`config.mk`:
```
export PLATFORM = sky130hd
export DESIGN_NAME = avalon_st_seq_source
export DESIGN_NICKNAME = d
export VERILOG_FILES = /design/src/rtl/avalon_st_seq_source.sv
export SDC_FILE = /design/constraint.sdc
export NUM_CORES = 1
export LEC_CHECK = 0
export ABC_AREA = 1
export CAP_MARGIN = 20
export CORE_MARGIN = 5
export CORE_UTILIZATION = 33
export CTS_CLUSTER_SIZE = 8
export DETAILED_ROUTE_END_ITERATION = 8
export PLACE_DENSITY = 0.59
export SYNTH_ARGS = -nofsm -noshare
export SYNTH_HDL_FRONTEND = slang
export SYNTH_SLANG_ARGS = --single-unit
```
`constraint.sdc`:
```
create_clock -name clk -period 2.96 [get_ports clk]
set_clock_uncertainty 0.2 [all_clocks]
set_input_delay 0.592 -clock clk [delete_from_list [all_inputs] [get_ports clk]]
set_output_delay 0.592 -clock clk [all_outputs]
set_load 0.005 [all_outputs]
```
`src/rtl/avalon_st_seq_source.sv`:
```
// Avalon-ST source emitting fixed-length packets of an arithmetic data sequence.
// All outputs come from registers; ready only steers next-state logic.
module avalon_st_seq_source #(
    parameter int unsigned DATA_WIDTH = 8,
    parameter int unsigned PKT_LEN    = 3,
    parameter int unsigned START_VAL  = 4,
    parameter int unsigned STEP       = 1,
    parameter int unsigned NUM_PKTS   = 1
) (
    input  logic                  clk,
    input  logic                  resetn,
    input  logic                  start,
    input  logic                  ready,
    output logic                  valid,
    output logic [DATA_WIDTH-1:0] data,
    output logic                  startofpacket,
    output logic                  endofpacket,
    output logic                  busy,
    output logic                  done,
    output logic [15:0]           pkt_count
);

    localparam logic [DATA_WIDTH-1:0] FirstVal   = DATA_WIDTH'(START_VAL);
    localparam logic [DATA_WIDTH-1:0] StepVal    = DATA_WIDTH'(STEP);
    localparam logic [7:0]            LastBeat   = 8'(PKT_LEN - 1);
    localparam logic                  SingleBeat = (PKT_LEN == 1);

    typedef enum logic [1:0] {StIdle, StSend, StDone} state_e;

    state_e                state_q, state_d;
    logic                  valid_q, valid_d;
    logic [DATA_WIDTH-1:0] data_q, data_d;
    logic                  sop_q, sop_d;
    logic                  eop_q, eop_d;
    logic [7:0]            beat_q, beat_d;
    logic [15:0]           pkt_count_q, pkt_count_d;
    logic                  more_pkts;

    // NUM_PKTS of zero means the run never terminates.
    assign more_pkts = (NUM_PKTS == 0) || (({16'd0, pkt_count_q} + 32'd1) < NUM_PKTS);

    always_comb begin
        state_d     = state_q;
        valid_d     = valid_q;
        data_d      = data_q;
        sop_d       = sop_q;
        eop_d       = eop_q;
        beat_d      = beat_q;
        pkt_count_d = pkt_count_q;
        case (state_q)
            StIdle, StDone: begin
                if (start) begin
                    state_d     = StSend;
                    valid_d     = 1'b1;
                    data_d      = FirstVal;
                    sop_d       = 1'b1;
                    eop_d       = SingleBeat;
                    beat_d      = 8'd0;
                    pkt_count_d = 16'd0;
                end
            end
            StSend: begin
                // valid is always high in SEND, so ready alone marks a transfer.
                if (ready) begin
                    if (eop_q) begin
                        pkt_count_d = pkt_count_q + 16'd1;
                        if (more_pkts) begin
                            data_d = FirstVal;
                            sop_d  = 1'b1;
                            eop_d  = SingleBeat;
                            beat_d = 8'd0;
                        end else begin
                            state_d = StDone;
                            valid_d = 1'b0;
                            sop_d   = 1'b0;
                            eop_d   = 1'b0;
                        end
                    end else begin
                        beat_d = beat_q + 8'd1;
                        data_d = data_q + StepVal;
                        sop_d  = 1'b0;
                        eop_d  = ((beat_q + 8'd1) == LastBeat);
                    end
                end
            end
            default: begin
                state_d = StIdle;
                valid_d = 1'b0;
                sop_d   = 1'b0;
                eop_d   = 1'b0;
            end
        endcase
    end

    always_ff @(posedge clk or negedge resetn) begin
        if (!resetn) begin
            state_q     <= StIdle;
            valid_q     <= 1'b0;
            data_q      <= '0;
            sop_q       <= 1'b0;
            eop_q       <= 1'b0;
            beat_q      <= 8'd0;
            pkt_count_q <= 16'd0;
        end else begin
            state_q     <= state_d;
            valid_q     <= valid_d;
            data_q      <= data_d;
            sop_q       <= sop_d;
            eop_q       <= eop_d;
            beat_q      <= beat_d;
            pkt_count_q <= pkt_count_d;
        end
    end

    assign valid         = valid_q;
    assign data          = data_q;
    assign startofpacket = sop_q;
    assign endofpacket   = eop_q;
    assign busy          = (state_q == StSend);
    assign done          = (state_q == StDone);
    assign pkt_count     = pkt_count_q;

endmodule

```
-- Yosys cells after proc, flatten, opt, wreduce, memory -nomap -nowiden
Index checks and enable logic that the tools add are counted.
- register bits: 37
- input bits: 4
- output and inout bits: 29
- logic and storage cells: 59
- add/sub/neg operators: 4
- magnitude comparators: 1
- equal/unequal tests: 8
- muxes and demuxes: 32
- reduce and logical (&&, ||, !) cells: 7
- operators by type and width (cell ; number):
    8-bit 2-to-1 mux ; 8
    16-bit 2-to-1 mux ; 3
    16-bit one-hot mux with 2 select lines ; 1
    8-bit one-hot mux with 2 select lines ; 2
    16-bit by 1-bit adder with 17-bit output, second input constant ; 1
    17-bit by 1-bit < comparator with 1-bit output, second input constant ; 1
    16-bit by 1-bit adder with 16-bit output, second input constant ; 1
    8-bit by 1-bit adder with 8-bit output, second input constant ; 2
    4-bit AND reduction ; 3
    1-bit 2-to-1 mux ; 10
    8-bit by 2-bit == test with 1-bit output, second input constant ; 1
    2-bit 2-to-1 mux ; 4
    2-bit inequality test, second input constant ; 3
    1-bit one-hot mux with 2 select lines ; 3
    2-bit one-hot mux with 2 select lines ; 1
    3-bit by 2-bit inequality test with 1-bit output, second input constant ; 1
    2-bit by 1-bit == test with 1-bit output, second input constant ; 1
    2-bit == test, second input constant ; 1
    2-bit logical NOT ; 1
    2-bit by 1-bit inequality test with 1-bit output, second input constant ; 1
    2-bit AND reduction ; 1
    2-bit nonzero test ; 1
    2-bit OR reduction ; 1

-- Logic depth before layout (Yosys ltp)
Gate-level depths: netlist of the first run.
- word-level depth: 6
- mapped depth: 16
- depth with buffers taken out: 15

-- Least setup slack after synthesis of the first run
OpenSTA, ideal clock, no wires.
- path kind: reg2reg
- from: reg pkt_count_q[0], in the netlist pkt_count[0]
- to: reg data_q[2], in the netlist data[2]
- setup time: 117 ps
- data arrival time: 1789 ps
- setup slack: 854 ps
- stages on the path, launching flop included: 16
- path buffers: 1
- clock period less this slack: 2106 ps
- cells stage by stage: dfrtp_1 > ha_1 > nand2_2 > nor2_2 > nand3_1 > nand2_1 > inv_1 > nor2_1 > nand2_1 > nor2_1 > nand2_2 > nand2_4 > nand2_4 > buf_6 > nand2_1 > nand2_1
- cells in the longest elaborated chain, start to end: 4
- RTL lines (what ; line ; text):
    start: declaration ; 36 ; logic [15:0] pkt_count_q, pkt_count_d;
    start signal: assignment ; 111 ; pkt_count_q <= pkt_count_d;
    16-bit by 1-bit adder with 17-bit output ; 40 ; assign more_pkts = (NUM_PKTS == 0) || (({16'd0, pkt_count_q} + 32'd1) < NUM_PKTS);
    17-bit by 1-bit < comparator with 1-bit output ; 40 ;
    3-bit by 2-bit inequality test with 1-bit output (no line) ; -- ;
    4-bit AND reduction (no line) ; -- ;
    end signal: assignment ; 107 ; data_q <= data_d;
    end: declaration ; 32 ; logic [DATA_WIDTH-1:0] data_q, data_d;
No other way between the ends.
A chain may end at the register's enable or synchronous reset.

-- Worst setup path in the final report of the first run
- from: reg pkt_count_q[0], in the netlist pkt_count[0]
- to: reg beat_q[5]
- cells in the longest elaborated chain, start to end: 4
- RTL lines (what ; line ; text):
    16-bit by 1-bit adder with 17-bit output ; 40 ;
    17-bit by 1-bit < comparator with 1-bit output ; 40 ;
    3-bit by 2-bit inequality test with 1-bit output (no line) ; -- ;
    4-bit AND reduction (no line) ; -- ;
    end signal: assignment ; 110 ; beat_q <= beat_d;
    end: declaration ; 35 ; logic [7:0] beat_q, beat_d;
No other way between the ends.

==> metrics.md, run 1 <==
| Metric | Value |
|---|---|
| Max clock buf depth | 2 |
| Post-synth ARST share | 100% |
| Seq cells post-synth | 37 |
| Power density cells | 623 nW/µm² |
| Worst slew pin tran | slightly below 900 ps |
| Seq/Total Area, Yosys | about two fifths |
| Syn Inst Count | around 350 |
| Die width | 95.1 µm |
| Critical path class | reg -> reg |
| Number of antenna diodes | 0 |
| Num rows | 31 |
| CTS Buf Count | 5 |
| Final hold violations | 0 |
| Syn Std Cell Area | roughly 2400 µm² |
| Post-CTS Setup Repair Bufs | 0 |
| Number of buffers and inverters on the critical path | 0 |
| Total wire length | 6.04 mm |
| Initial Util | 33.5% |
| Clock power frac | ~19% |
| Synth cell types | 24 |
| Maximum VDD drop | 266 µV |
| Syn Area/Cell | a little under 7 µm² |
| Area contributors post-synth | dfrtp_1 (39%), nand2_1 (18%), nand3_1 (8.8%) |
| Switching share of power | 42.6% |
| First-pass GRT wire length | 10.2 mm |
| Achievable Freq | 0.402 GHz |
| Nets | 394 |
| 1st-pass router iterations | 5 |
| Post-synth EDFFs | 0 |
| Layout area overhead | 20.9% |
| Dpl hpwl | 4.40 mm |
| Final setup vio count | 0 |
| Antenna violations before repair | 0 |
| CTS tree | built |
| Worst path most repeated cell | nand2_1 |
| Arr. time, crit path | 2470 ps |
| Crit path required time | 2940 ps |
| Largest net degree at the start of global routing | 38 |
| Predominant post-synthesis flop cell | dfrtp_1 |
| Setup TNS | 0 ps |
| DIE HEIGHT | 95.1 µm |
| Area of the die | 9040 µm² |
| Wire per inst | 12.5 µm |
| Net switching power | 766 µW |
| Hold_buf cts | 0 |
| Final instance area | 2890 µm² |
| RSZ-0062 raised after global routing | false |
| # DRC | 0 |
| Hold Crit Class | in -> async |
| Top cells by count, synth | nand2_1 (114), nor2_1 (44), nand3_1 (42) |
| Crit end category | register |
| Total gr overflow | 0 |
| CP cell instances | ha_1, nand2_2, nor2_2, nand2_1, nand2_1, nand3_1, nor2_1, nand2_1, nor2_2, nand2_2, nand2_4, nand2_4, nand2_1, nand2_1 |
| Max-slew headroom at the worst pin | 42.3% |
| Syn Nets | 357 |
| Flop pwr share | 38.1% |
| Placed Area | 2820 µm² |
| Worst path max stage delay | ~440 ps |
| Leak | 0.00132 µW |
| Combinational power share | 43.4% |
| Startpoint types | register |
| Drt via density | 4.85 |
| Clock Tree Root | clkbuf_8 |
| Detail Route Antenna Nets | 0 |
| CTS sink count | 37 |
| Clock transition at path regs | 70 ps |
| Vias in the first global route | 2172 |
| Initial drt markers | 203 |
| Status | complete, no violations |
| Cell taking the most area after synthesis | dfrtp_1 |
| Max-Cap Viols | 0 |
| H-tree lvl count | 2 |
| Period Utilization, post-route | 84.1% |
| Synth Warn # | 0 |
| Total number of vias | ~2300 |
| Number of port buffers | 32 |
| Pins Over Slew Limit | 0 |
| Boundary Pins | 33 |
| Fin crit period | 2490 ps |
| Core Util, Final | 40.5% |
| Total global-route track usage | 14.2% |
| Gp weighted congestion | approximately 0.85 |
| Crit Path Max Fanout | 18 |
| Slowest cell on crit path | dfrtp_1 |
| Post-cts resize count | 0 |
| Top cell type's share of synthesized area | between 30% and 40% |
| Int Power | 1030 µW |
| Share of cells above drive strength 1 | 6.49% |
| Cell family with most CP delay | simple AND/OR/NAND/NOR gates |
| Most common cell in the netlist | nand2_1 |
| Layout fillers | 766 |
| Worst-skew pair later-pin latency | 290 ps |
| Core ar. | a little over 7000 µm² |
-- registers in the layout (all words and copies together), names as in the netlist --
register and count:
pkt_count 16, beat_q 8, data 8, state_q 2, endofpacket 1, startofpacket 1, valid 1
-- power groups by stage --
stage | logic, µW | registers (µW) | clock network [µW]
after global placement | 781 | 694 | 0
after detailed placement | 785 | 697 | 0
after CTS | 787 | 688 | 352
after global routing | 890 | 701 | 377
final | 782 | 686 | 332
after floorplan | 501 | 673 | 0
-- final cells by class --
| cell class | count | area [µm²] | area share, % |
|---|---|---|---|
| Sequential cell | 37 | 926 | 32.0 |
| Clock buffer | 5 | 68.8 | 2.38 |
| Multi-Input combinational cell | 268 | 1270 | 44.1 |
| Timing Repair Buffer | 37 | 353 | 12.2 |
| Inverter | 37 | 139 | 4.81 |
| Tap cell | 99 | 124 | 4.29 |
| Clock inverter | 1 | 5.00 | 0.173 |
-- path summary, 6_finish.rpt --
| path | start | endpoint | cells after the start | slack, ps |
|---|---|---|---|---|
| worst max-delay path | pkt_count[0] | beat_q[5] | 14 | 470 |
| worst min-delay path | resetn | pkt_count[4] | 1 | 220 |
| worst max register to register | pkt_count[0] | beat_q[5] | 14 | 470 |
| worst min register to register | valid | valid | 2 | 280 |
| max in group asynchronous | resetn | data[7] | 1 | 1800 |
| min in group clk | valid | valid | 2 | 280 |
-- layout by cell type (no fill, tap or decap), drive strengths merged --
| cell | count |
|---|---|
| buf | 6 |
| a22o | 1 |
| nor3 | 4 |
| dfrtp | 37 |
| nand4 | 13 |
| or2 | 1 |
| xnor2 | 3 |
| o22ai | 12 |
| nand3b | 3 |
| inv | 35 |
| clkdlybuf4s50 | 31 |
| nand3 | 42 |
| xor2 | 5 |
| clkbuf | 5 |
| nand2 | 119 |
| nor2 | 51 |
| o21ai | 8 |
| clkinv | 3 |
| ha | 4 |
| nor4 | 2 |
-- layer usage --
layer / global-route usage (%) / share of wire (%)
met5: 0 / 0
met4: 4.09 / 0.91
met3: 2.84 / 4.4
met2: 22.5 / 48
met1: 19.4 / 47
-- through the flow --
stage | setup WS (ps) | hold slack (ps) | power [µW] | cells
6_report | 472 | 216 | 1800 | 484
3_3_place_gp | 533 | 262 | 1480 | 478
4_1_cts | 480 | 239 | 1830 | 484
2_1_floorplan | 854 | 96.4 | 1170 | 349
3_5_place_dp | 498 | 262 | 1480 | 478
5_1_grt | 231 | 282 | 1970 | 484
-- kinds of logic after synthesis --
family,count (synthesis),share of synthesized area [%]
AND/OR/NAND/NOR,235,43.1
buffers and inverters,44,7.91
flip-flops,37,38.7
AO/OA/AOI/OAI,21,5.18
XOR/XNOR,8,2.93
adder cells (fa/ha/maj),4,2.09
No activity file was read; power rests on OpenSTA's default activity.
==> inputs of run 2 (changes only) <==
Settings changed: PLACE_DENSITY 0.59 to 0.61.
Clock period 2.96 ns to 2.05 ns, I/O delays scaled along.
==> run 2 against run 1 <==
  * The flow now finishes with violations (negative setup slack)
  * Sequential share of layout area shrank 6.3 points
  * Global-route usage increased by 2.5 points
  * Power is 83% higher
  * Core utilization rose by 10 points
  * Die area unchanged
  * Worst hold slack improved by 77 ps
  * Routed wire length grew 21%
  * Fmax grew 14%
  * Final area increased by 25%
  * Register-to-register slack worse by 600 ps
  * Critical path type unchanged
==> metrics.md, run 2 (same netlist as run 1, synthesis figures left out) <==
| Metric | Value |
|---|---|
| Critical path class | reg -> reg |
| Final setup vio count | 20 (+20) |
| Cell family with most CP delay | simple AND/OR/NAND/NOR gates |
| Core Util, Final | 50.8% (+10 points) |
| Critical path startpoint | pkt_count[1] |
| Crit path required time | 2060 ps (-880 ps) |
| Worst slew pin tran | 493 ps (-373 ps) |
| H-tree lvl count | 2 (unchanged) |
| Maximum VDD drop | 550 µV (+110%) |
| Violated checks | negative setup slack |
| Crit Path Max Fanout | 8 (-10) |
| Finished Layout Cells | 537 (+11%) |
| Num rows | 31 (unchanged) |
| Detail Route Antenna Nets | 0 (unchanged) |
| First-pass GRT wire length | 11.9 mm (+16%) |
| Antenna violations before repair | 0 (unchanged) |
| Worst path max stage delay | 360 ps (-80 ps) |
| Total gr overflow | 0 (unchanged) |
| 1st-pass router iterations | 5 (unchanged) |
| Die width | 95.1 µm (unchanged) |
| Largest net degree at the start of global routing | 38 (unchanged) |
| Core ar. | 7140 µm² (unchanged) |
| Max reg flops | 16 (unchanged) |
| Area of the die | 9040 µm² (unchanged) |
| Cells after DPL | 516 (+7.9%) |
| Hold Crit Class | reg -> reg |
| Total number of vias | 2641 (+13%) |
| Crit end category | register |
| Slowest cell on crit path | dfrtp_1 |
| Worst path most repeated cell | nand2_1 |
| CTS Buf Count | 5 (unchanged) |
| Initial Util | 33.5% (unchanged) |
| FF-to-FF path depth | 15 (+1) |
| Drt via density | 4.92 (+1.4%) |
| Clock transition at path regs | 90 ps (+20 ps) |
| Share of cells above drive strength 1 | 29.2% (+23 points) |
| Power density cells | 908 nW/µm² (+46%) |
| Gp weighted congestion | 0.850 (-0.19%) |
| Max-slew headroom at the worst pin | 67.1% (+25 points) |
| CTS tree | built |
| Total global-route track usage | 16.7% (+2.5 points) |
| Achievable Freq | 0.459 GHz (+14%) |
| Arr. time, crit path | 2180 ps (-290 ps) |
| Wire per inst | 13.6 µm (+9.4%) |
| Critical path capture point | data[3] |
| RSZ-0062 raised after global routing | true |
| Max-Cap Viols | 0 (unchanged) |
| DIE HEIGHT | 95.1 µm (unchanged) |
| Number of antenna diodes | 0 (unchanged) |
| Commonest non-fill, non-tap cell in the layout | nand2_1 |
| Startpoint types | register |
| Status | complete, but fails checks |
| RR Endpoint | data[3] |
| WP depth | 15 (+1) |
| CTS sink count | 37 (unchanged) |
| Commonest cells after routing, fill and taps aside | nand2_1 (94), buf_4 (46), nor2_1 (38), dfrtp_1 (33), inv_1 (32) |
| Number of buffers and inverters on the critical path | 1 (+1) |
| Leak | 0.00168 µW (+27%) |
| Nets | 445 (+13%) |
| Final hold violations | 0 (unchanged) |
| # DRC | 0 (unchanged) |
| Clock Tree Root | clkbuf_8 |
| Total wire length | 7.33 mm (+21%) |
| Number of port buffers | 32 (unchanged) |
| Vias in the first global route | 2544 (+17%) |
| Boundary Pins | 33 (unchanged) |
| Initial drt markers | 188 (-7.4%) |
| Pins Over Slew Limit | 0 (unchanged) |
| Worst-skew pair later-pin latency | 310 ps (+20 ps) |
| Worst setup margin | -128 ps (-600 ps) |
| Fin crit period | 2180 ps (-310 ps) |
| Period Utilization, post-route | 106% (+22 points) |
| Max clock buf depth | 2 (unchanged) |
| Dpl hpwl | 4.91 mm (+12%) |
| Layout area overhead | 51.6% |
| Worst reg2reg startpoint | pkt_count[1] |
| CP cell instances | buf_6, ha_4, nand2_4, nor2_4, nand2_1, nand2_1, nand2_1, nor2_1, nand2_1, nor2_1, nand2_2, nand2_8, nand2_8, nand2_1, nand2_1 |
| Reg2Reg Setup Slack | -130 ps (-600 ps) |
[run 2: how the worst min path moves through the flow]
stage | startpoint | end | slack [ps] | cells after the start
finish | valid | valid | 290 | 2
global route | valid | valid | 330 | 2
CTS | valid | valid | 290 | 2
detailed placement | valid | valid | 270 | 2
global placement | valid | valid | 260 | 2
floorplan | resetn | beat_q[0] | -90 | 0
[run 2: repair_timing]
| item | 4_1_cts | 5_1_grt |
|---|---|---|
| hold endpoints to repair | 37 | 0 |
| setup endpoints to repair | 21 | 23 |
| cloned | 2 | 1 |
| pin swaps | 8 | 32 |
| gates resized for setup | 36 | 30 |
| setup buffers | 5 | 4 |
| hold buffers | 1 | 0 |
[run 2: layer usage]
metal	up-vias	part of all wire [%]	track usage (%)
met5	-	0	0
met4	0	1.4	5.29
met3	8	4.1	2.76
met2	55	50	27.4
met1	1266	45	22.4
li1	1312	-	-
[run 2: tightest hold or removal path, cell delays in order (launching register included)]
cell and delay, ps:
dfrtp_1 360, nand2_1 60, nand2_1 50
[run 2: power breakdown]
group | total, µW | leakage (µW) | switching, µW | internal, µW
registers | 1000 | 0.000498 | 157 | 846
clock network | 674 | 0.0000543 | 309 | 365
logic | 1610 | 0.00112 | 921 | 690
total | 3290 | 0.00168 | 1390 | 1900
[run 2: area by class of cell]
type / count / area (µm²)
clock buffer: 5 / 68.8
clock inverter: 3 / 46.3
fill: 695 / 3510
inverter: 37 / 141
multi-input combinational: 269 / 1500
sequential: 37 / 931
tap: 99 / 124
timing repair buffer: 87 / 811
[run 2: through the flow]
step	hold slack, ps	setup slack (ps)	setup TNS (ps)	instance area [µm²]	total power [µW]
floorplan	-85.6	-34.8	-330	2410	1700
global placement	263	-69.2	-1050	3140	2290
detailed placement	267	-142	-2190	3140	2310
CTS	290	-44.7	-442	3470	3160
global route	334	-274	-4750	3620	3500
finish	293	-128	-2040	3620	3290
==> inputs of run 3 (changes only) <==
Settings changed: REMOVE_ABC_BUFFERS set to 1.
==> run 3 against run 2 <==
  * Fmax down 1.3%
  * Final area grew 4.6%
  * Setup slack lost 29 ps
  * The run still ends with negative setup slack left
  * Largest power group unchanged
  * Sequential share of layout area shrank 1.2 points
  * Worst hold slack better by 12 ps
==> metrics.md, run 3 (same netlist as run 1, synthesis figures left out) <==
| Metric | Value |
|---|---|
| Status | complete, but fails checks |
| Violated checks | negative setup slack |
| Total gr overflow | 0 (unchanged) |
| Max-Cap Viols | 0 (unchanged) |
| Clock transition at path regs | 90 ps (about the same) |
| 1st-pass router iterations | 4 (-1) |
| Cells after DPL | 520 (+0.78%) |
| CTS tree | built |
| Worst path max stage delay | 440 ps (+80 ps) |
| Total global-route track usage | 17.2% (+0.52 points) |
| Commonest non-fill, non-tap cell in the layout | nand2_1 |
| Worst slew pin tran | 402 ps (-91.0 ps) |
| Total number of vias | 2705 (+2.4%) |
| Worst Min Path Start | valid |
| Max reg flops | 16 (unchanged) |
| Finished Layout Cells | 549 (+2.2%) |
| Critical path startpoint | pkt_count[0] |
| CP cell instances | buf_6, nand2_4, nor2_4, buf_6, buf_6, nand4_1, nand2_2, nor2_2, nand2_1, nor2_2, nand2_2, nand2_4, buf_12, nand2_8, nand2_1, nand2_1 |
| CTS Buf Count | 5 (unchanged) |
| Crit Path Max Fanout | 8 (unchanged) |
| Wire per inst | 13.6 µm (-0.24%) |
| Worst-skew pair later-pin latency | 300 ps (about the same) |
| Antenna violations before repair | 0 (unchanged) |
| Core ar. | 7140 µm² (unchanged) |
| Period Utilization, post-route | 108% (+1.4 points) |
| Power density cells | 918 nW/µm² (+1.1%) |
| Commonest cells after routing, fill and taps aside | nand2_1 (87), buf_4 (53), nor2_1 (35), dfrtp_1 (35), inv_1 (31) |
| Die width | 95.1 µm (unchanged) |
| Worst reg2reg startpoint | pkt_count[0] |
| Vias in the first global route | 2661 (+4.6%) |
| Nets | 457 (+2.7%) |
| Leak | 0.00183 µW (+8.9%) |
| RSZ-0062 raised after global routing | true |
| Crit end category | register |
| Initial drt markers | 170 (-9.6%) |
| Achievable Freq | 0.453 GHz (-1.3%) |
| Hold Crit Class | reg -> reg |
| Hold slack | 305 ps (+12.1 ps) |
| Max clock buf depth | 2 (unchanged) |
| Boundary Pins | 33 (unchanged) |
| Slowest cell on crit path | dfrtp_2 |
| Gp weighted congestion | 0.886 (+4.3%) |
| Setup TNS | -2480 ps (-445 ps) |
| Fin crit period | 2210 ps (+28.8 ps) |
| Drt via density | 4.93 (+0.18%) |
| Initial Util | 33.5% (unchanged) |
| Crit path required time | 2050 ps (about the same) |
| Area of the die | 9040 µm² (unchanged) |
| Pins Over Slew Limit | 0 (unchanged) |
| Largest net degree at the start of global routing | 38 (unchanged) |
| Clock Tree Root | clkbuf_8 |
| Max-slew headroom at the worst pin | 72.9% (+5.8 points) |
| Dpl hpwl | 4.85 mm (-1.3%) |
| Share of cells above drive strength 1 | 33.1% (+3.9 points) |
| Final setup vio count | 20 (unchanged) |
| Startpoint types | register |
| Pwr Total | 3480 µW (+5.7%) |
| Final hold violations | 0 (unchanged) |
| Maximum VDD drop | 490 µV (-11%) |
| CTS sink count | 37 (unchanged) |
| Number of port buffers | 32 (unchanged) |
| # DRC | 0 (unchanged) |
| Critical path class | reg -> reg |
| Cell family with most CP delay | simple AND/OR/NAND/NOR gates |
| Number of antenna diodes | 0 (unchanged) |
| H-tree lvl count | 2 (unchanged) |
| Arr. time, crit path | 2200 ps (+20 ps) |
| Detail Route Antenna Nets | 0 (unchanged) |
| First-pass GRT wire length | 12.4 mm (+4.2%) |
| Layout area overhead | 58.5% |
| Place WS | -118 ps (+23.9 ps) |
| Total wire length | 7.47 mm (+2.0%) |
| Worst setup margin | -156 ps (-28.8 ps) |
| DIE HEIGHT | 95.1 µm (unchanged) |
| Num rows | 31 (unchanged) |
| Number of buffers and inverters on the critical path | 4 (+3) |
## run 3: cell types whose count changed in the layout (fill, tap and decap cells not counted), moves of 3 or more
cell / previous run / this run
buf_4: 46 / 53
nand2_1: 94 / 87
nor2_1: 38 / 35
nor2_4: 4 / 8
nand2_4: 2 / 8
buf_6: 5 / 10
## run 3: layout make-up
cell class / count / area [µm²]
clock buffers: 6 / 82.6
clock inverters: 2 / 37.5
fillers: 685 / 3350
inverters: 37 / 141
multi-input cells: 269 / 1560
flip-flops and latches: 37 / 928
well taps: 99 / 124
repair buffers: 99 / 912
## run 3: path summary, 6_finish.rpt
check	endpoint	slack, ps	depth (start not counted)
max reg2reg	data[5]	-160	16
max	data[5]	-160	16
min reg2reg	valid	310	2
min in group asynchronous	data[6]	390	3
min	valid	310	2
max in group asynchronous	pkt_count[0]	1030	3
## run 3: per-layer routing
metal / part of all wire, % / routed length (µm) / vias to the layer above / global-route usage [%]
met1: 45 / 3370 / 1294 / 23.0
met4: 1.4 / 102 / 0 / 5.41
met2: 49 / 3690 / 58 / 28.5
li1: - / - / 1343 / -
met3: 4.1 / 308 / 10 / 2.84
met5: 0 / 0 / - / 0
## run 3: per-stage QoR
step | util [%] | cell area [µm²]
6_report | 53.1 | 3790
4_1_cts | 49.6 | 3540
3_5_place_dp | 44.2 | 3160
2_1_floorplan | - | 2340
5_1_grt | 53.1 | 3790
3_3_place_gp | 44.2 | 3160
## run 3: repair_timing
action | 4_1_cts | 5_1_grt
pin swaps | 6 | 22
endpoints found under the setup margin | 22 | 23
resized for setup | 41 | 54
hold buffers | 1 | 0
setup buffers | 8 | 12
hold endpoints to repair | 37 | 0
gates cloned | 3 | 0
## run 3: power breakdown
group          switching (µW)  internal, µW  total (µW)
clock network             298           396         695
registers                 144           844         989
logic                    1000           792        1790
total                    1440          2030        3480
## run 3: tightest hold or removal path, stage by stage, from the launching register on
cell and delay [ps]:
dfrtp_1 360, nand2_1 60, nand2_1 60
